--- src/rtl/udp_rx_parser.sv ---
// Parses a GMII receive stream (Ethernet II / IPv4 / UDP), filters on local MAC/IP/port,
// streams the UDP payload and reports each accepted frame as good or bad via its FCS.
module udp_rx_parser #(
    parameter logic [47:0] LOCAL_MAC  = 48'h000A3501FEC0,
    parameter logic [31:0] LOCAL_IP   = 32'hC0A80002,
    parameter logic [15:0] LOCAL_PORT = 16'd5000
) (
    input  logic        clk,
    input  logic        rst_n,
    input  logic        gmii_rxdv,
    input  logic [7:0]  gmii_rxd,
    output logic        payload_valid,
    output logic [7:0]  payload_data,
    output logic        pkt_done,
    output logic        pkt_err,
    output logic [47:0] exter_mac,
    output logic [31:0] exter_ip,
    output logic [15:0] exter_port,
    output logic [15:0] rx_data_len
);

    localparam logic [31:0] CRC_RESIDUE = 32'hDEBB20E3;

    typedef enum logic [2:0] {
        IDLE, PREAMBLE, ETH_HDR, IP_HDR, UDP_HDR, PAYLOAD, TAIL, DROP
    } state_t;

    state_t      state, state_next;
    logic [15:0] cnt, cnt_next;
    logic [15:0] rem, rem_next;
    logic [39:0] sreg;
    logic [47:0] field;
    logic [31:0] crc;
    logic [47:0] sh_mac;
    logic [31:0] sh_ip;
    logic [15:0] sh_port;
    logic [15:0] sh_len;
    logic        crc_init, crc_run, emit;
    logic        cap_mac, cap_ip, cap_port, cap_len;
    logic        done_set, err_set;

    function automatic logic [31:0] crc_byte(input logic [31:0] c, input logic [7:0] d);
        logic [31:0] r;
        r = c ^ {24'd0, d};
        for (int i = 0; i < 8; i++)
            r = r[0] ? ((r >> 1) ^ 32'hEDB88320) : (r >> 1);
        return r;
    endfunction

    // Current byte appended to the previous five gives every multi-byte field on its last byte.
    assign field = {sreg, gmii_rxd};

    always_ff @(posedge clk or negedge rst_n) begin
        if (!rst_n) begin
            state <= IDLE;
            cnt   <= '0;
            rem   <= '0;
        end else begin
            state <= state_next;
            cnt   <= cnt_next;
            rem   <= rem_next;
        end
    end

    always_comb begin
        state_next = state;
        cnt_next   = cnt;
        rem_next   = rem;
        crc_init   = 1'b0;
        crc_run    = 1'b0;
        emit       = 1'b0;
        cap_mac    = 1'b0;
        cap_ip     = 1'b0;
        cap_port   = 1'b0;
        cap_len    = 1'b0;
        done_set   = 1'b0;
        err_set    = 1'b0;
        if (!gmii_rxdv) begin
            state_next = IDLE;
            cnt_next   = '0;
            if (state == TAIL) begin
                if (cnt >= 16'd4 && crc == CRC_RESIDUE) done_set = 1'b1;
                else                                    err_set  = 1'b1;
            end else if (state == PAYLOAD) begin
                err_set = 1'b1;
            end
        end else begin
            case (state)
                IDLE: begin
                    cnt_next   = '0;
                    state_next = (gmii_rxd == 8'h55) ? PREAMBLE : DROP;
                end
                PREAMBLE: begin
                    if (gmii_rxd == 8'hD5) begin
                        state_next = ETH_HDR;
                        cnt_next   = '0;
                        crc_init   = 1'b1;
                    end else if (gmii_rxd == 8'h55 && cnt != 16'd7) begin
                        cnt_next = cnt + 16'd1;
                    end else begin
                        state_next = DROP;
                    end
                end
                ETH_HDR: begin
                    crc_run  = 1'b1;
                    cnt_next = cnt + 16'd1;
                    case (cnt)
                        16'd5:  if (field != LOCAL_MAC && field != '1) state_next = DROP;
                        16'd11: cap_mac = 1'b1;
                        16'd13: begin
                            if (field[15:0] == 16'h0800) begin
                                state_next = IP_HDR;
                                cnt_next   = '0;
                            end else begin
                                state_next = DROP;
                            end
                        end
                        default: ;
                    endcase
                end
                IP_HDR: begin
                    crc_run  = 1'b1;
                    cnt_next = cnt + 16'd1;
                    case (cnt)
                        16'd0:  if (field[7:0] != 8'h45) state_next = DROP;
                        16'd9:  if (field[7:0] != 8'h11) state_next = DROP;
                        16'd15: cap_ip = 1'b1;
                        16'd19: begin
                            if (field[31:0] == LOCAL_IP) begin
                                state_next = UDP_HDR;
                                cnt_next   = '0;
                            end else begin
                                state_next = DROP;
                            end
                        end
                        default: ;
                    endcase
                end
                UDP_HDR: begin
                    crc_run  = 1'b1;
                    cnt_next = cnt + 16'd1;
                    case (cnt)
                        16'd1: cap_port = 1'b1;
                        16'd3: if (field[15:0] != LOCAL_PORT) state_next = DROP;
                        16'd5: begin
                            if (field[15:0] < 16'd8) state_next = DROP;
                            else                     cap_len    = 1'b1;
                        end
                        16'd7: begin
                            cnt_next   = '0;
                            rem_next   = sh_len;
                            state_next = (sh_len == 16'd0) ? TAIL : PAYLOAD;
                        end
                        default: ;
                    endcase
                end
                PAYLOAD: begin
                    crc_run  = 1'b1;
                    emit     = 1'b1;
                    rem_next = rem - 16'd1;
                    if (rem == 16'd1) begin
                        state_next = TAIL;
                        cnt_next   = '0;
                    end
                end
                TAIL: begin
                    crc_run = 1'b1;
                    if (cnt != 16'hFFFF) cnt_next = cnt + 16'd1;
                end
                default: ;
            endcase
        end
    end

    // Shadow fields only become visible on a verified frame, so a bad frame never disturbs them.
    always_ff @(posedge clk or negedge rst_n) begin
        if (!rst_n) begin
            sreg          <= '0;
            crc           <= '0;
            sh_mac        <= '0;
            sh_ip         <= '0;
            sh_port       <= '0;
            sh_len        <= '0;
            payload_valid <= 1'b0;
            payload_data  <= '0;
            pkt_done      <= 1'b0;
            pkt_err       <= 1'b0;
            exter_mac     <= '0;
            exter_ip      <= '0;
            exter_port    <= '0;
            rx_data_len   <= '0;
        end else begin
            if (gmii_rxdv) sreg <= field[39:0];
            if (crc_init)     crc <= '1;
            else if (crc_run) crc <= crc_byte(crc, gmii_rxd);
            if (cap_mac)  sh_mac  <= field;
            if (cap_ip)   sh_ip   <= field[31:0];
            if (cap_port) sh_port <= field[15:0];
            if (cap_len)  sh_len  <= field[15:0] - 16'd8;
            payload_valid <= emit;
            if (emit) payload_data <= gmii_rxd;
            pkt_done <= done_set;
            pkt_err  <= err_set;
            if (done_set) begin
                exter_mac   <= sh_mac;
                exter_ip    <= sh_ip;
                exter_port  <= sh_port;
                rx_data_len <= sh_len;
            end
        end
    end

endmodule

--- config.mk ---
export PLATFORM = sky130hd
export DESIGN_NAME = udp_rx_parser
export DESIGN_NICKNAME = d
export VERILOG_FILES = /design/src/rtl/udp_rx_parser.sv
export SDC_FILE = /design/constraint.sdc
export NUM_CORES = 1
export LEC_CHECK = 0
export ABC_AREA = 1
export ABC_CLOCK_PERIOD_IN_PS = 3300
export CAP_MARGIN = 10
export CELL_PAD_IN_SITES_DETAIL_PLACEMENT = 1
export CELL_PAD_IN_SITES_GLOBAL_PLACEMENT = 1
export CORE_MARGIN = 4
export CORE_UTILIZATION = 47
export CTS_CLUSTER_DIAMETER = 60
export CTS_CLUSTER_SIZE = 40
export DETAILED_ROUTE_END_ITERATION = 12
export PLACE_DENSITY_LB_ADDON = 0.1
export SYNTH_ARGS = -nofsm -noshare
export SYNTH_HDL_FRONTEND = slang
export SYNTH_SLANG_ARGS = --single-unit
--- constraint.sdc ---
create_clock -name clk -period 3.3 [get_ports clk]
set_input_delay 0.66 -clock clk [delete_from_list [all_inputs] [get_ports clk]]
set_output_delay 0.66 -clock clk [all_outputs]
set_load 0.03 [all_outputs]
# Word-level counts from Yosys, hierarchy flattened

Index checks and enable logic that the tools add are counted.

Register bits: 342
Input port bits: 11
Output and inout port bits: 123
Word-level logic and storage cells: 152

Add/subtract/negate cells: 3
Magnitude comparators: 2
Equal/unequal tests: 43
Muxes and demuxes: 66
Bitwise operators: 9
Reduce and logical (&&, ||, !) cells: 12

Operators with widths:

| cell                  | count |
|---|---|
| $mux 32               | 10 |
| $mux 16               | 11 |
| $not 13->14           | 8 |
| $pmux 16 s7           | 1 |
| $eq 16x4->1 const B   | 4 |
| $eq 32x32->1 const B  | 2 |
| $ne 48x36->1 const B  | 1 |
| $ne 48x48->1 const B  | 1 |
| $mux 3                | 11 |
| $eq 16x1->1 const B   | 2 |
| $eq 16x3->1 const B   | 2 |
| $logic_not 16->1      | 2 |
| $ne 4x4->1 const B    | 8 |
| $pmux 16 s2           | 1 |
| $xor 32x8->32         | 1 |
| $mux 1                | 26 |
| $pmux 3 s3            | 2 |
| $pmux 3 s6            | 1 |
| $add 16x1->16 const B | 1 |
| $eq 16x12->1 const B  | 1 |
| $eq 16x2->1 const B   | 1 |
| $eq 16x5->1 const B   | 1 |
| $ge 16x3->1 const B   | 1 |
| $lt 16x4->1 const B   | 1 |
| other kinds (26)      | 35 |

# Logic depth before layout (Yosys ltp)

Gate-level depths: netlist of run 1.

Depth in word-level cells: 19
Depth in mapped cells: 15
Depth with buffers taken out: 14

# Worst setup path after synthesis of run 1

Ideal clock, no wire load.

Path kind: input -> register
Start point: input gmii_rxd[5]
End point: register sh_len[12]
Library setup time: 0.125 ns
Arrival: 2.026 ns
Data required time: 3.175 ns
Slack: 1.149 ns
Stages on the path: 8
Path buffers: 1
Cell sequence: buf_2 -> inv_1 -> nand2_1 -> nor2_1 -> nand2_1 -> nor2_1 -> nor3_2 -> mux2_2

Cells in the longest elaborated chain, start to end: 5
Elaborated cells on any way between the ends: 6
Classes of those cells: add/sub: 1; order compare: 1; mux: 4

Ends and longest elaborated chain:

| what                 | RTL line | text |
|---|---|---|
| from (decl)          | 11       | `input logic [7:0] gmii_rxd,` |
| $lt 16x4->1          | 146      | `if (field[15:0] < 16'd8) state_next = DROP;` |
| $mux 1               | 146      |  |
| $mux 1               | 142      | `case (cnt)` |
| $mux 1               | 88       | `case (state)` |
| $mux 1               | 78       | `if (!gmii_rxdv) begin` |
| to (signal assigned) | 199      | `if (cap_len) sh_len <= field[15:0] - 16'd8;` |
| to (decl)            | 37       | `logic [15:0] sh_len;` |

Parallel ways exist; a longest one is shown, timed or not.
A chain may end at the register's enable or synchronous reset.

# Final worst setup path of run 1

Start point: register crc[11]
End point: register exter_ip[21]

Cells in the longest elaborated chain, start to end: 5

Ends and longest elaborated chain:

| what                   | RTL line | text |
|---|---|---|
| from (decl)            | 33       | `logic [31:0] crc;` |
| from (signal assigned) | 195      | `else if (crc_run) crc <= crc_byte(crc, gmii_rxd);` |
| $eq 32x32->1           | 82       | `if (cnt >= 16'd4 && crc == CRC_RESIDUE) done_set = 1'b1;` |
| $logic_and 1x1->1      | 82       |  |
| $mux 1                 | 82       |  |
| $mux 1                 | 81       | `if (state == TAIL) begin` |
| $mux 1                 | 78       |  |
| to (signal assigned)   | 206      | `exter_ip <= sh_ip;` |
| to (decl)              | 17       | `output logic [31:0] exter_ip,` |

Every way passes these cells.

==> flow_summary.ini, run 1 <==
[synth]
syn_inst = 2011
synth_area_leader_cell = dfrtp_1
syn_area_um2 = 16230
yosysWarningCount = 0
synth_top_area_share = 0.5273
syn_nets = 2029
ys_seq_area_frac = 0.5273
synth_edf_count = 0
synthTopCellsByArea = dfrtp_1 53%, nand2_1 13%, o21ai_0 6.6%, inv_1 5.6%, nor2_1 4.4%
yosys.cell_types.count = 44
syn_area_per_cell_um2 = 8.071
synth_seq_cells = 342
synth_ff_type = dfrtp_1
synth-async-reset-ratio = 1.000

[layout]
antennaDiodeCount = 0
fin_area_um2 = 19420
syn_to_final_growth_pct = 19.64
finalNetCount = 2158
layout-drive-gt1-share = 0.06787
mostFrequentLayoutCell = nand2_1
layout_common_cells = 558 x nand2_1, 342 x dfrtp_1, 244 x inv_1

[place]
post-place-ws_ns = 0.1409
gp_congestion = 0.8972
dp_hpwl_um = 37230
dpl-instance-area_um2 = 18190
place.port_buffers = 133

[critical_path]
critPathRequiredTime_ns = 3.76
path_cells = nor4_1 > nand2_1 > nor4_1 > nand3_4 > inv_2 > buf_4 > nand2_1 > nand2_1
critPathMaxStageDelay_ns = 0.83
crit_family = simple AND/OR/NAND/NOR gates
arrival_ns = 3.41
cp_max_fo = 52
cpMaxStageDelayCell = nor4_1
cp-end-kind = flop
cpMostUsedCell = nand2_1
r2r_cells = 8
reg2reg_from = crc[11]
path_buf_inv = 2
critPathKind = flop to flop
cp-start-kind = flop
rrSetupSlack_ns = 0.35
r2r_end = exter_ip[21]

[timing]
relSlewSlack = 0.3584
setup_viol = 0
skew_ns = 0.02361
worst_pin_slew_ns = 0.9535
period_needed_ns = 2.954
finalSetupTns_ns = 0
grt_setup_unrepaired = false
final_hold_viol_count = 0
post-route-period-util = 0.8952
slew_violations = 0
fmax_mhz = 338.5
setup_slack_ns = 0.3457

[pwr]
finalPower_mw = 13.17
leakagePower_nw = 9.428
vdd_drop_max_uv = 595.6
cellPowerDensity_nw_per_um2 = 678.4

[clock_network]
htree_levels = 2
cts_buffers = 34
clockBufferDepth = 3
cts_setup_buffers = 0
clk_latency_ns = 0.53
hold_buffers = 0
cts_tree = yes
cts.reportedPaths.clkPinSlew_ns = 0.08
cts_resized = 0
cts.sinks = 342
root_buffer = clkbuf_16

[drt]
wl_per_cell_um = 19.70
ant_nets = 0
route.vias.total = 14075
first_iter_violations = 763
wl_um = 51510
viasPerCell = 5.384
drt-pass1-iter-count = 5
drc = 0

[global_routing]
first_global_vias = 14772
grt.overflow.total = 0
grt_util_all_layers = 0.2717
grt_max_degree = 101
antenna_found_initial = 0
grt_pass1_wl_um = 82700

[floorplanning]
io_pins = 134
die_x_um = 193.8
core_um2 = 33780
die_h_um = 193.8
start_util = 0.4804
die_area_um2 = 37570
row_count = 67

[flow_run]
maxCapViolCount = 0

[status]
status = finished, final reports clean

[min_path]
hold_path_class = input port to asynchronous set/reset pin
worst reg2reg max path, cell delays in order (launching register included):
cell	delay (ns)
dfrtp_1	0.40
nor4_1	0.83
nand2_1	0.13
nor4_1	0.43
nand3_4	0.23
inv_2	0.09
buf_4	0.45
nand2_1	0.24
nand2_1	0.09
logic make-up after synthesis:
kind of cell,after synthesis,share of synthesized area
AO/OA/AOI/OAI,333,0.1086
adder cells (fa/ha/maj),7,0.005396
flip-flops,342,0.5273
XOR/XNOR,83,0.04756
AND/OR/NAND/NOR,901,0.2265
buffers and inverters,344,0.08395
multiplexers,1,0.0006938
flip-flops by register name, summed over array words and instances (netlist names):
name           cells
cnt               16
crc               32
exter_ip          32
exter_mac         48
exter_port        16
payload_data       8
payload_valid      1
pkt_done           1
pkt_err            1
rem               16
rx_data_len       16
sh_ip             32
sh_len            16
sh_mac            48
sh_port           16
sreg              40
state              3
metrics by stage:
stage / cells / hold slack, ns / utilization
floorplan: 2011 / 0.3644 / -
global placement: 2552 / 0.4527 / 0.5384
detailed placement: 2552 / 0.4609 / 0.5384
CTS: 2614 / 0.1455 / 0.5748
global route: 2614 / 0.1589 / 0.5748
finish: 2614 / 0.1363 / 0.5748
final cells by class:
type	count	area, µm²
well taps	448	560.5
inverters	257	964.7
clock buffers	40	967.2
repair buffers	180	1784
fillers	4088	14370
clock inverters	22	261.5
multi-input cells	1325	6322
flip-flops and latches	342	8558
cells in the mapped netlist (2+ instances only):
library cell / number
inv_2: 12
a21oi_1: 73
buf_2: 39
nor2_1: 190
a22o_1: 2
buf_4: 6
a22oi_1: 2
nand4_1: 26
nor4_1: 5
o211ai_1: 6
o21bai_1: 2
nor3_1: 20
o41ai_1: 3
o22ai_1: 21
a31oi_1: 5
buf_1: 3
nand2_2: 5
dfrtp_1: 342
xnor2_1: 13
o21ai_0: 213
xnor2_4: 2
or2_2: 7
ha_1: 7
inv_1: 244
nand2_1: 558
nand3_1: 79
nor2_2: 2
clkbuf_1: 39
and2_1: 3
nor3_2: 2
xor2_1: 67
per-layer routing:
metal / global-route usage / part of all wire / wire, µm / vias to the layer above
li1: - / - / - / 6597
met1: 0.3572 / 0.43 / 22000 / 7079
met2: 0.4701 / 0.49 / 25470 / 304
met3: 0.03215 / 0.040 / 2042 / 95
met4: 0.09375 / 0.039 / 1990 / 0
met5: 0 / 0 / 0 / -
worst max-delay path by stage:
| stage | cells after the start | startpoint | end | slack (ns) |
|---|---|---|---|---|
| finish | 8 | crc[11] | exter_ip[21] | 0.35 |
| global route | 8 | crc[11] | exter_ip[3] | 0.26 |
| CTS | 8 | crc[11] | exter_ip[21] | 0.43 |
| detailed placement | 10 | gmii_rxd[7] | crc[20] | 0.14 |
| global placement | 10 | gmii_rxd[7] | crc[20] | 0.17 |
| floorplan | 8 | gmii_rxd[5] | sh_len[12] | 1.15 |
power by group:
group	switching [mW]	internal (mW)	total [mW]
sequential	0.500	4.64	5.14
clock	1.90	2.30	4.20
combinational	2.48	1.35	3.83
No activity file was read; power rests on OpenSTA's default activity.
==> run 2, diff against run 1 <==
Settings changed: ABC_CLOCK_PERIOD_IN_PS 3300 to 2800, CORE_UTILIZATION 47 to 45, CTS_BUF_LIST set to sky130_fd_sc_hd__clkbuf_2 sky130_fd_sc_hd__clkbuf_4 sky130_fd_sc_hd__clkbuf_8.
Clock period 3.3 ns to 2.8 ns, I/O delays scaled along.
==> run 2 against run 1 <==
Design area decreased by 1.5%. Die area is 4.3% higher. Cell count rose by 0.99%. Critical path type unchanged. Sequential power rose by 17%. Largest cell class unchanged. Register-to-register slack worse by 0.08 ns. Combinational power rose by 21%. Fmax up 17%. Utilization fell by 3.7 points.
==> flow_summary.ini, run 2 (synthesized netlist as in run 1, its figures left out) <==
[timing]
slew_violations = 0
relSlewSlack = 0.5569
period_needed_ns = 2.530
final_hold_viol_count = 0
skew_ns = 0.02845
worst_pin_slew_ns = 0.6647
grt_setup_unrepaired = false
post-route-period-util = 0.9035
finalSetupTns_ns = 0
fmax_mhz = 395.3
whs_ns = 0.2895
setup_viol = 0

[clock_network]
cts_tree = yes
root_buffer = clkbuf_8
cts_buffers = 29
cts.reportedPaths.clkPinSlew_ns = 0.12
htree_levels = 1
cts_resized = 0
clk_latency_ns = 0.63
clockBufferDepth = 3
cts.sinks = 342

[layout]
syn_to_final_growth_pct = 17.88
largest_registers = exter_mac x48, sh_mac x48, sreg x40
antennaDiodeCount = 0
layout-drive-gt1-share = 0.07297
fin_area_um2 = 19130
fill_cells = 4354
mostFrequentLayoutCell = nand2_1
layout_common_cells = 558 x nand2_1, 342 x dfrtp_1, 244 x inv_1
finalNetCount = 2175
seq_area_um2 = 8558
multiInputGateArea_um2 = 6322

[critical_path]
r2r_end = rem[1]
critPathKind = flop to flop
critPathMaxStageDelay_ns = 0.47
cpMaxStageDelayCell = dfrtp_1
crit_end = rem[1]
cp-end-kind = flop
rrSetupSlack_ns = 0.27
cpMostUsedCell = nand2_1
arrival_ns = 3.07
critPathRequiredTime_ns = 3.34
reg2reg_from = cnt[12]
r2r_cells = 10
cp-start-kind = flop
path_cells = nor2_1 > nand2_1 > nor2_2 > nand3_1 > nand2_1 > nand2_1 > inv_1 > buf_4 > o211ai_1 > o21ai_0
cp_max_fo = 14
crit_path_start = cnt[12]

[drt]
wl_um = 50350
wl_per_cell_um = 19.07
drc = 0
route.vias.total = 13971
ant_nets = 0
drt-pass1-iter-count = 5
first_iter_violations = 757
viasPerCell = 5.292

[global_routing]
antenna_found_initial = 0
grt_max_degree = 103
grt_util_all_layers = 0.2582
grt_pass1_wl_um = 81080
first_global_vias = 14600
grt.overflow.total = 0

[place]
dp_hpwl_um = 37370
place.port_buffers = 133
dpl-instance-area_um2 = 18430
gp_congestion = 0.9145

[floorplanning]
start_util = 0.4563
die_x_um = 197.9
die_h_um = 197.9
core_um2 = 35570
die_area_um2 = 39170
io_pins = 134
row_count = 69

[flow_run]
maxCapViolCount = 0

[min_path]
hold_path_class = input port to flop
hold_start = gmii_rxdv
min_delay_path_depth = 3

[pwr]
cellPowerDensity_nw_per_um2 = 731.8
finalPower_mw = 14.00
leakagePower_nw = 9.301
vdd_drop_max_uv = 693.0

[status]
status = finished, final reports clean
-- run 2: cell types whose count changed in the layout (fill, tap and decap cells not counted), moves of 2 or more --
cell,previous run,this run
clkinv_8,2,4
buf_4,39,55
clkbuf_16,37,0
buf_12,8,13
clkbuf_8,3,29
-- run 2: layout make-up --
cell class | instances | area share
Clock buffer | 29 | 0.02086
Clock inverter | 24 | 0.01550
Inverter | 257 | 0.05042
Multi-Input combinational cell | 1325 | 0.3305
Sequential cell | 342 | 0.4473
Tap cell | 461 | 0.03015
Timing Repair Buffer | 202 | 0.1053
-- run 2: critical path, delay by kind of cell, from the launching register on --
kind	cells	cell delay (ns)
AO/OA/AOI/OAI	2	0.19
flip-flops	1	0.47
buffers and inverters	2	0.54
AND/OR/NAND/NOR	6	1.25
-- run 2: per-layer routing --
layer	GRT usage	share of wire	vias to the layer above
li1	-	-	6620
met2	0.4421	0.49	265
met4	0.08442	0.040	0
met1	0.3459	0.44	6993
met5	0	0	-
met3	0.02825	0.036	93
-- run 2: timing repair --
action / CTS / global route
hold buffers: 1 / 0
endpoints found under the hold margin: 64 / 0
buffers inserted: 0 / 0
-- run 2: worst min path at each step --
stage	endpoint	slack (ns)
floorplan	cnt[0]	0.26
global placement	exter_port[15]	0.45
detailed placement	exter_ip[11]	0.47
CTS	payload_valid	0.25
global route	payload_valid	0.28
finish	payload_valid	0.29
-- run 2: where the power goes --
group | switching [mW] | internal (mW) | leakage, nW | total, mW
combinational | 2.94 | 1.71 | 4.63 | 4.65
sequential | 0.557 | 5.47 | 4.33 | 6.03
clock | 2.07 | 1.25 | 0.344 | 3.32
total | 5.57 | 8.43 | 9.30 | 14.0
-- run 2: per-stage QoR --
| stage | worst slack (ns) | std cells | util |
|---|---|---|---|
| after floorplan | 0.7490 | 2011 | - |
| after global placement | 0.09707 | 2586 | 0.5180 |
| after detailed placement | 0.07522 | 2586 | 0.5180 |
| after CTS | 0.2467 | 2640 | 0.5379 |
| after global routing | 0.02768 | 2640 | 0.5379 |
| final | 0.2703 | 2640 | 0.5379 |
==> run 3, diff against run 2 <==
Settings changed: CORE_ASPECT_RATIO set to 0.5.
==> run 3 against run 2 <==
Non-clock buffer count up 11. Routed wire length up 0.31%. Critical endpoint is now rx_data_len[5]. Flip-flop and latch count unchanged. Fmax down 3.6%. First-iteration DRC count up 43%.
==> flow_summary.ini, run 3 (synthesized netlist as in run 1, its figures left out) <==
[status]
status = finished, final reports clean

[drt]
wl_um = 50510
ant_nets = 0
viasPerCell = 5.247
first_iter_violations = 1079
wl_per_cell_um = 19.10
drc = 0
route.vias.total = 13879
drt-pass1-iter-count = 5

[global_routing]
grt_pass1_wl_um = 81920
grt_max_degree = 80
antenna_found_initial = 0
first_global_vias = 14414
grt_util_all_layers = 0.2606
grt.overflow.total = 0

[critical_path]
critPathMaxStageDelay_ns = 0.51
critPathRequiredTime_ns = 3.33
cpMostUsedCell = nand2_1
arrival_ns = 3.15
path_buf_inv = 5
crit_family = simple AND/OR/NAND/NOR gates
critPathKind = flop to flop
cp_max_fo = 55
rrSetupSlack_ns = 0.18
crit_path_start = cnt[8]
cp-end-kind = flop
reg2reg_from = cnt[8]
cp-start-kind = flop
path_cells = nor2_1 > nand2_1 > inv_1 > nand2_1 > nor2_1 > inv_2 > nor2_1 > inv_1 > nand3_4 > buf_12 > buf_4 > nand2_1 > nand2_1
cpMaxStageDelayCell = dfrtp_1

[timing]
setup_viol = 0
post-route-period-util = 0.9369
final_hold_viol_count = 0
grt_setup_unrepaired = false
skew_ns = 0.1208
relSlewSlack = 0.5433
slew_violations = 0
fmax_mhz = 381.2
worst_pin_slew_ns = 0.6850
period_needed_ns = 2.623

[clock_network]
cts.sinks = 342
root_buffer = clkbuf_8
cts_buffers = 18
cts_tree = yes
cts_setup_buffers = 0
clk_latency_ns = 0.67
htree_levels = 1
cts.reportedPaths.clkPinSlew_ns = 0.21
clockBufferDepth = 3

[pwr]
sequentialPowerShare = 0.449
swShare = 0.4016
vdd_drop_max_uv = 664.8
finalPower_mw = 13.47
p_sw_mw = 5.408
intPower_mw = 8.057
leakagePower_nw = 9.231
comb_power_share = 0.342
cellPowerDensity_nw_per_um2 = 708.2
p_clk_frac = 0.210

[floorplanning]
die_x_um = 276.6
die_area_um2 = 39350
core_um2 = 35010
io_pins = 134
row_count = 48
start_util = 0.4636
die_h_um = 142.3

[layout]
layout_common_cells = 558 x nand2_1, 342 x dfrtp_1, 244 x inv_1
mostFrequentLayoutCell = nand2_1
final_util = 0.5430
syn_to_final_growth_pct = 17.14
layout-drive-gt1-share = 0.06870
finalNonFillerCells = 2645
finalNetCount = 2175
largest_registers = exter_mac x48, sh_mac x48, sreg x40

[place]
dp_hpwl_um = 37920
place.port_buffers = 133
gp_congestion = 0.9847
place_inst = 2611

[min_path]
hold_path_class = input port to flop
hold_start = gmii_rxdv

[flow_run]
maxCapViolCount = 0
-- run 3: worst register-to-register path, stage by stage (launching register included) --
cell and delay, ns:
dfrtp_1 0.51, nor2_1 0.17, nand2_1 0.13, inv_1 0.08, nand2_1 0.06, nor2_1 0.21
inv_2 0.12, nor2_1 0.25, inv_1 0.15, nand3_4 0.15, buf_12 0.22, buf_4 0.28
nand2_1 0.09, nand2_1 0.07
-- run 3: final timing paths --
check | endpoint | cells after the start
setup / recovery | rx_data_len[5] | 13
min in group asynchronous | sh_mac[24] | 2
hold / removal | payload_valid | 3
setup reg to reg | rx_data_len[5] | 13
hold reg to reg | exter_port[6] | 2
max in group asynchronous | sh_len[0] | 3
-- run 3: through the flow --
stage               instance area, µm²  TNS [ns]  setup slack, ns  hold WS, ns
floorplan                        16230         0           0.7490       0.2644
global placement                 18490   -0.1003         -0.03461       0.4497
detailed placement               18490   -0.1594         -0.05711       0.4596
CTS                              19010         0           0.2258       0.3085
global route                     19010         0          0.03658       0.3120
finish                           19010         0           0.1768       0.3463
-- run 3: cell type report --
type / count / area [µm²]
Clock buffer: 19 / 261.5
Clock inverter: 13 / 249.0
Multi-Input combinational cell: 1325 / 6322
Timing Repair Buffer: 213 / 2059
Fill cell: 4257 / 16000
Inverter: 257 / 964.7
Sequential cell: 342 / 8558
Antenna cell: 1 / 2.502
Tap cell: 475 / 594.3
-- run 3: power by group through the flow --
stage | clock, mW | combinational, mW | sequential (mW)
2_1_floorplan | 0 | 3.01 | 6.04
3_3_place_gp | 0 | 4.41 | 6.11
3_5_place_dp | 0 | 4.58 | 6.13
4_1_cts | 2.89 | 4.61 | 6.04
5_1_grt | 3.08 | 5.13 | 6.12
6_report | 2.82 | 4.60 | 6.04
-- run 3: repair_timing --
action                    in CTS  in global routing
resized for setup              0                  0
hold endpoints to repair      71                  0
hold buffers                   1                  0
-- run 3: metal layers --
metal	GRT usage	part of all wire	vias up
li1	-	-	6603
met1	0.3791	0.47	6935
met2	0.4244	0.45	292
met3	0.04573	0.061	49
met4	0.03660	0.014	0
met5	0	0	-
